### config.mk
export PLATFORM = sky130hd
export DESIGN_NAME = multicycle_ctrl
export DESIGN_NICKNAME = d
export VERILOG_FILES = /design/src/rtl/multicycle_ctrl.sv
export SDC_FILE = /design/constraint.sdc
export NUM_CORES = 1
export LEC_CHECK = 0
export CAP_MARGIN = 20
export CORE_MARGIN = 5
export CORE_UTILIZATION = 30
export DETAILED_ROUTE_END_ITERATION = 7
export PLACE_DENSITY = 0.64
export SETUP_SLACK_MARGIN = 0.3
export SKIP_LAST_GASP = 1
export SLEW_MARGIN = 30
export SYNTH_ARGS = -nofsm -noshare
export SYNTH_HDL_FRONTEND = slang
export SYNTH_SLANG_ARGS = --single-unit
### constraint.sdc
create_clock -name clk -period 2.9 [get_ports clk]
set_input_delay 0.87 -clock clk [delete_from_list [all_inputs] [get_ports clk]]
set_output_delay 0.87 -clock clk [all_outputs]
set_load 0.01 [all_outputs]
### src/rtl/multicycle_ctrl.sv
// Multi-cycle RV32I control FSM: fetch/decode/exec/mem/wb sequencing with a shared memory port.
// ILLEGAL_TRAP_EN: illegal opcodes enter a sticky TRAP state instead of being skipped as NOPs.
module multicycle_ctrl #(
  parameter int unsigned CNT_W = 32
) (
  input  logic             clk,
  input  logic             rst,
  input  logic [6:0]       opcode,
  input  logic [2:0]       funct3,
  input  logic             br_taken,
  input  logic             mem_ready,
  output logic             mem_req,
  output logic             mem_we,
  output logic [2:0]       mem_size,
  output logic             ir_we,
  output logic             pc_we,
  output logic [1:0]       pc_sel,
  output logic             reg_we,
  output logic [1:0]       wb_sel,
  output logic             alu_a_pc,
  output logic             alu_b_imm,
  output logic [2:0]       state,
  output logic [CNT_W-1:0] retired,
  output logic             trap
);

  typedef enum logic [2:0] {
    S_FETCH  = 3'd0,
    S_DECODE = 3'd1,
    S_EXEC   = 3'd2,
    S_MEM    = 3'd3,
    S_WB     = 3'd4,
    S_TRAP   = 3'd5
  } state_e;

  state_e           state_q, state_d;
  logic [CNT_W-1:0] retired_q, retired_d;
  logic             retire;

  logic is_r, is_i, is_load, is_store, is_branch, is_jal, is_jalr, is_auipc, is_lui, is_legal;

  always_comb begin
    is_r      = (opcode == 7'b0110011);
    is_i      = (opcode == 7'b0010011);
    is_load   = (opcode == 7'b0000011);
    is_store  = (opcode == 7'b0100011);
    is_branch = (opcode == 7'b1100011);
    is_jal    = (opcode == 7'b1101111);
    is_jalr   = (opcode == 7'b1100111);
    is_auipc  = (opcode == 7'b0010111);
    is_lui    = (opcode == 7'b0110111);
    is_legal  = is_r | is_i | is_load | is_store | is_branch |
                is_jal | is_jalr | is_auipc | is_lui;
  end

  always_comb begin
    state_d   = state_q;
    mem_req   = 1'b0;
    mem_we    = 1'b0;
    mem_size  = '0;
    ir_we     = 1'b0;
    pc_we     = 1'b0;
    pc_sel    = 2'd0;
    reg_we    = 1'b0;
    wb_sel    = 2'd0;
    alu_a_pc  = 1'b0;
    alu_b_imm = 1'b0;
    trap      = 1'b0;
    retire    = 1'b0;

    case (state_q)
      S_FETCH: begin
        mem_req = 1'b1;
        if (mem_ready) begin
          ir_we   = 1'b1;
          state_d = S_DECODE;
        end
      end
      S_DECODE: begin
        if (is_legal) begin
          state_d = S_EXEC;
        end else begin
`ifdef ILLEGAL_TRAP_EN
          state_d = S_TRAP;
`else
          pc_we   = 1'b1;
          state_d = S_FETCH;
`endif
        end
      end
      S_EXEC: begin
        alu_b_imm = is_i | is_load | is_store | is_jalr | is_auipc;
        alu_a_pc  = is_auipc;
        if (is_load || is_store) begin
          state_d = S_MEM;
        end else if (is_branch) begin
          pc_we   = 1'b1;
          pc_sel  = br_taken ? 2'd1 : 2'd0;
          retire  = 1'b1;
          state_d = S_FETCH;
        end else begin
          state_d = S_WB;
        end
      end
      S_MEM: begin
        mem_req  = 1'b1;
        mem_we   = is_store;
        mem_size = funct3;
        if (mem_ready) begin
          if (is_store) begin
            pc_we   = 1'b1;
            retire  = 1'b1;
            state_d = S_FETCH;
          end else begin
            state_d = S_WB;
          end
        end
      end
      S_WB: begin
        reg_we  = 1'b1;
        wb_sel  = is_load ? 2'd1 : (is_jal || is_jalr) ? 2'd2 : is_lui ? 2'd3 : 2'd0;
        pc_we   = 1'b1;
        pc_sel  = is_jal ? 2'd1 : is_jalr ? 2'd2 : 2'd0;
        retire  = 1'b1;
        state_d = S_FETCH;
      end
      S_TRAP: begin
`ifdef ILLEGAL_TRAP_EN
        trap = 1'b1;
`else
        state_d = S_FETCH;
`endif
      end
      default: state_d = S_FETCH;
    endcase

    // Reset blanks every strobe, including an in-flight request or store retire.
    if (rst) begin
      mem_req   = 1'b0;
      mem_we    = 1'b0;
      mem_size  = '0;
      ir_we     = 1'b0;
      pc_we     = 1'b0;
      pc_sel    = 2'd0;
      reg_we    = 1'b0;
      wb_sel    = 2'd0;
      alu_a_pc  = 1'b0;
      alu_b_imm = 1'b0;
      trap      = 1'b0;
      retire    = 1'b0;
    end

    retired_d = retire ? retired_q + CNT_W'(1) : retired_q;
  end

  always_ff @(posedge clk) begin
    if (rst) begin
      state_q   <= S_FETCH;
      retired_q <= '0;
    end else begin
      state_q   <= state_d;
      retired_q <= retired_d;
    end
  end

  assign state   = state_q;
  assign retired = retired_q;

endmodule

==> metrics.md <==
| Metric | Value |
|---|---|
| Setup WS post-layout | `roughly 0.18 ns` |
| Most frequent cells in the layout | `buf_4 (41), nor2_1 (40), clkdlybuf4s50_1 (38), dfxtp_1 (35), nor2b_1 (25)` |
| DR DRC count | `0` |
| Sequential-to-total area share from yosys stat | `approximately 28%` |
| Clock root cell | `clkbuf_8` |
| Initial Util | `a little under a third` |
| F_max | `368 MHz` |
| Crit start category | `input pin` |
| Setup violators final | `0` |
| Gr ovfl total | `0` |
| Routed WL per cell | `roughly 14 µm` |
| CP arrival | `~1.9 ns` |
| Die Span Y | `approximately 100 µm` |
| Initial antenna violation count | `0` |
| Pwr dens | `about 300 mW/mm²` |
| Site row count | `33` |
| Syn_nets | `306` |
| Vias per inst | `between 5 and 6` |
| Yosys Warn Count | `0` |
| Finished Layout Cells | `approximately 490` |
| Num CTS Buffers | `5` |
| Pre-CTS WS | `-0.779 ns` |
| Area share of the largest cell type after synthesis | `roughly 28%` |
| RSZ-0062 raised after global routing | `yes` |
| Hold crit path type | `register to register` |
| Clock insertion delay at the later pin of the skew report | `between 0.2 and 0.3 ns` |
| Die area | `0.0102 mm²` |
| Area grow syn2layout | `48.2%` |
| CTS tree | `yes` |
| Final Skew | `0.00943 ns` |
| Worst EP required | `between 2 and 2.5 ns` |
| Crit-path max cell delay | `0.22 ns` |
| Worst R2R Setup Slack | `0.52 ns` |
| Cell Chain, Critical Path | `buf_4 > nand2b_4 > a32oi_2 > o211ai_1 > a31oi_4 > buf_6` |
| Avg Synthesized Cell Area | `8.55 µm²` |
| Cells after DPL | `471` |
| Layout cell share with drive strength beyond 1 | `between 30% and 40%` |
| Vias in the first global route | `between 2000 and 2500` |
| H-tree depth | `2` |
| Most common cell after layout, fill and taps aside | `buf_4` |
| Largest cells by area after synthesis | `dfxtp_1 (28%), mux2_2 (9.5%), nor2_1 (6.9%)` |
| DR pass1 iterations | `4` |
| Post-DP HPWL | `4750 µm` |
| Clk slew on worst S/H paths | `~0.08 ns` |
| IO Port Bufs | `62` |
| CTS sink cnt | `35` |
| Worst setup EP type | `output port` |
| Worst slew margin | `between 60% and 70%` |
| Largest net degree at the start of global routing | `45` |
| Slew @ Worst Pin | `around 0.50 ns` |
| Via count | `roughly 2500` |
| Seq. cell area | `around 700 µm²` |
| IO Pins | `64` |
| CP Class | `input pin to output port` |
| Critical-path top delay cell | `a31oi_4` |
| Fin nets | `396` |
| Area of the multi-input gates | `around 0.0018 mm²` |
| ANT nets after route | `0` |
| Max cap viols | `0` |
| Tmin final | `about 2.7 ns` |
| Core ar. | `around 0.008 mm²` |
| Post-Synthesis Cells | `291` |
| Post-synth cell types | `46` |
| Clock Tree Buf Depth | `2` |
| Max VDD drop | `0.160 mV` |
| Die width | `101 µm` |
| CP Buf/Inv Count | `2` |
| Status | `completed` |
| GPL Wtd Cong | `between 0.7 and 0.8` |
| First-pass GRT wire length | `~11000 µm` |
| Number of fill cells | `797` |
| Leak pwr | `between 1 and 1.5 nW` |
| # diodes | `0` |
| Final WL | `~6700 µm` |
| Cts hold-fix bufs | `0` |
| Critical path's top delay family | `compound AO/OA/AOI/OAI gates` |
| Final hold slack | `about 0.52 ns` |
| Overall fraction of global-route tracks in use | `13.4%` |
| DR iter-0 viols | `69` |
| Synth area leader | `dfxtp_1` |
| Final Max Tran Viols | `0` |
| CP Max Fanout | `5` |
| Tcrit/Tclk final | `between 90 and 100%` |
| Yosys reg bits | `35` |
| Final Hold Viols | `0` |
| Synthesized area | `roughly 0.0025 mm²` |
## repair_timing
item                                    in CTS  in global routing
buffers inserted                             7                  1
endpoints found under the setup margin      42                 13
pin swaps                                   16                 11
gates resized for setup                    116                 20
## power by group
part           internal [mW]  total [mW]  switching (mW)
Clock                  0.256       0.445           0.189
Sequential             0.483       0.484         0.00155
Combinational         0.0821       0.165          0.0829
Total                  0.821        1.09           0.273
## cells by family after synthesis
kind of cell | share of synthesized area [%]
AND/OR/NAND/NOR | 32.8
XOR/XNOR | 0.352
flip-flops | 28.2
buffers and inverters | 5.58
adder cells (fa/ha/maj) | 0.905
AO/OA/AOI/OAI | 18.4
other | 0.151
multiplexers | 13.6
## synth_stat cells, drive strengths merged
master and instances:
inv 7, a21boi 1, xor2 1, nand3 10, a32oi 1, o21ai 3
dfxtp 35, nor3b 2, and2 3, and4b 1, a211o 1, nand2b 7
nor3 6, nor2b 26, ha 1, nand2 13, and4 6, or2 1
nand4 10, o311a 2, clkbuf 10, a21oi 14, a211oi 8, o211ai 1
a2111oi 14, o22ai 1, nor4b 1, buf 14, mux2 30, or3b 1
conb 1, nor4 1, nand3b 1, nand4bb 2, and3 7, a31oi 1
maj3 1, nor2 46
## per-layer routing
| metal | global-route usage, % | up-vias | part of all wire (%) |
|---|---|---|---|
| li1 | - | 1221 | - |
| met1 | 16.2 | 1163 | 43 |
| met2 | 23.4 | 60 | 49 |
| met3 | 3.88 | 7 | 6.8 |
| met4 | 3.17 | 0 | 0.76 |
| met5 | 0 | - | 0 |
## worst reg2reg max path, stage by stage, from the launching register on
cell	delay (ns)
dfxtp_1	0.34
buf_4	0.23
nand3b_1	0.15
a211o_1	0.36
buf_4	0.28
a2111oi_2	0.44
buf_4	0.17
mux2_2	0.31
## final cells by class
class,instances,area share (%)
multi-input cells,225,48.8
clock buffers,5,1.87
clock inverters,3,1.19
repair buffers,107,24.9
well taps,105,3.56
inverters,7,0.713
flip-flops and latches,35,19.0
## per-stage QoR
stage / TNS [ns] / utilization (%) / area, µm² / power [mW]
after floorplan: 0 / - / 2540 / 0.567
after global placement: -10.86 / 42.1 / 3430 / 0.636
after detailed placement: -12.03 / 42.1 / 3430 / 0.638
after CTS: 0 / 44.3 / 3610 / 1.11
after global routing: 0 / 45.3 / 3690 / 1.16
final: 0 / 45.3 / 3690 / 1.09
## worst paths after layout
path | startpoint | to | cells after the start
min | retired[1]$_SDFFE_PP0P_ | retired[1]$_SDFFE_PP0P_ | 2
min reg2reg | retired[1]$_SDFFE_PP0P_ | retired[1]$_SDFFE_PP0P_ | 2
max reg2reg | state[0]$_SDFFE_PP0P_ | retired[31]$_SDFFE_PP0P_ | 7
max | opcode[4] | pc_we | 6
## registers in the layout (all words and copies together), names as in the netlist
| signal | cells |
|---|---|
| retired | 32 |
| state | 3 |
No activity file was read; power rests on OpenSTA's default activity.
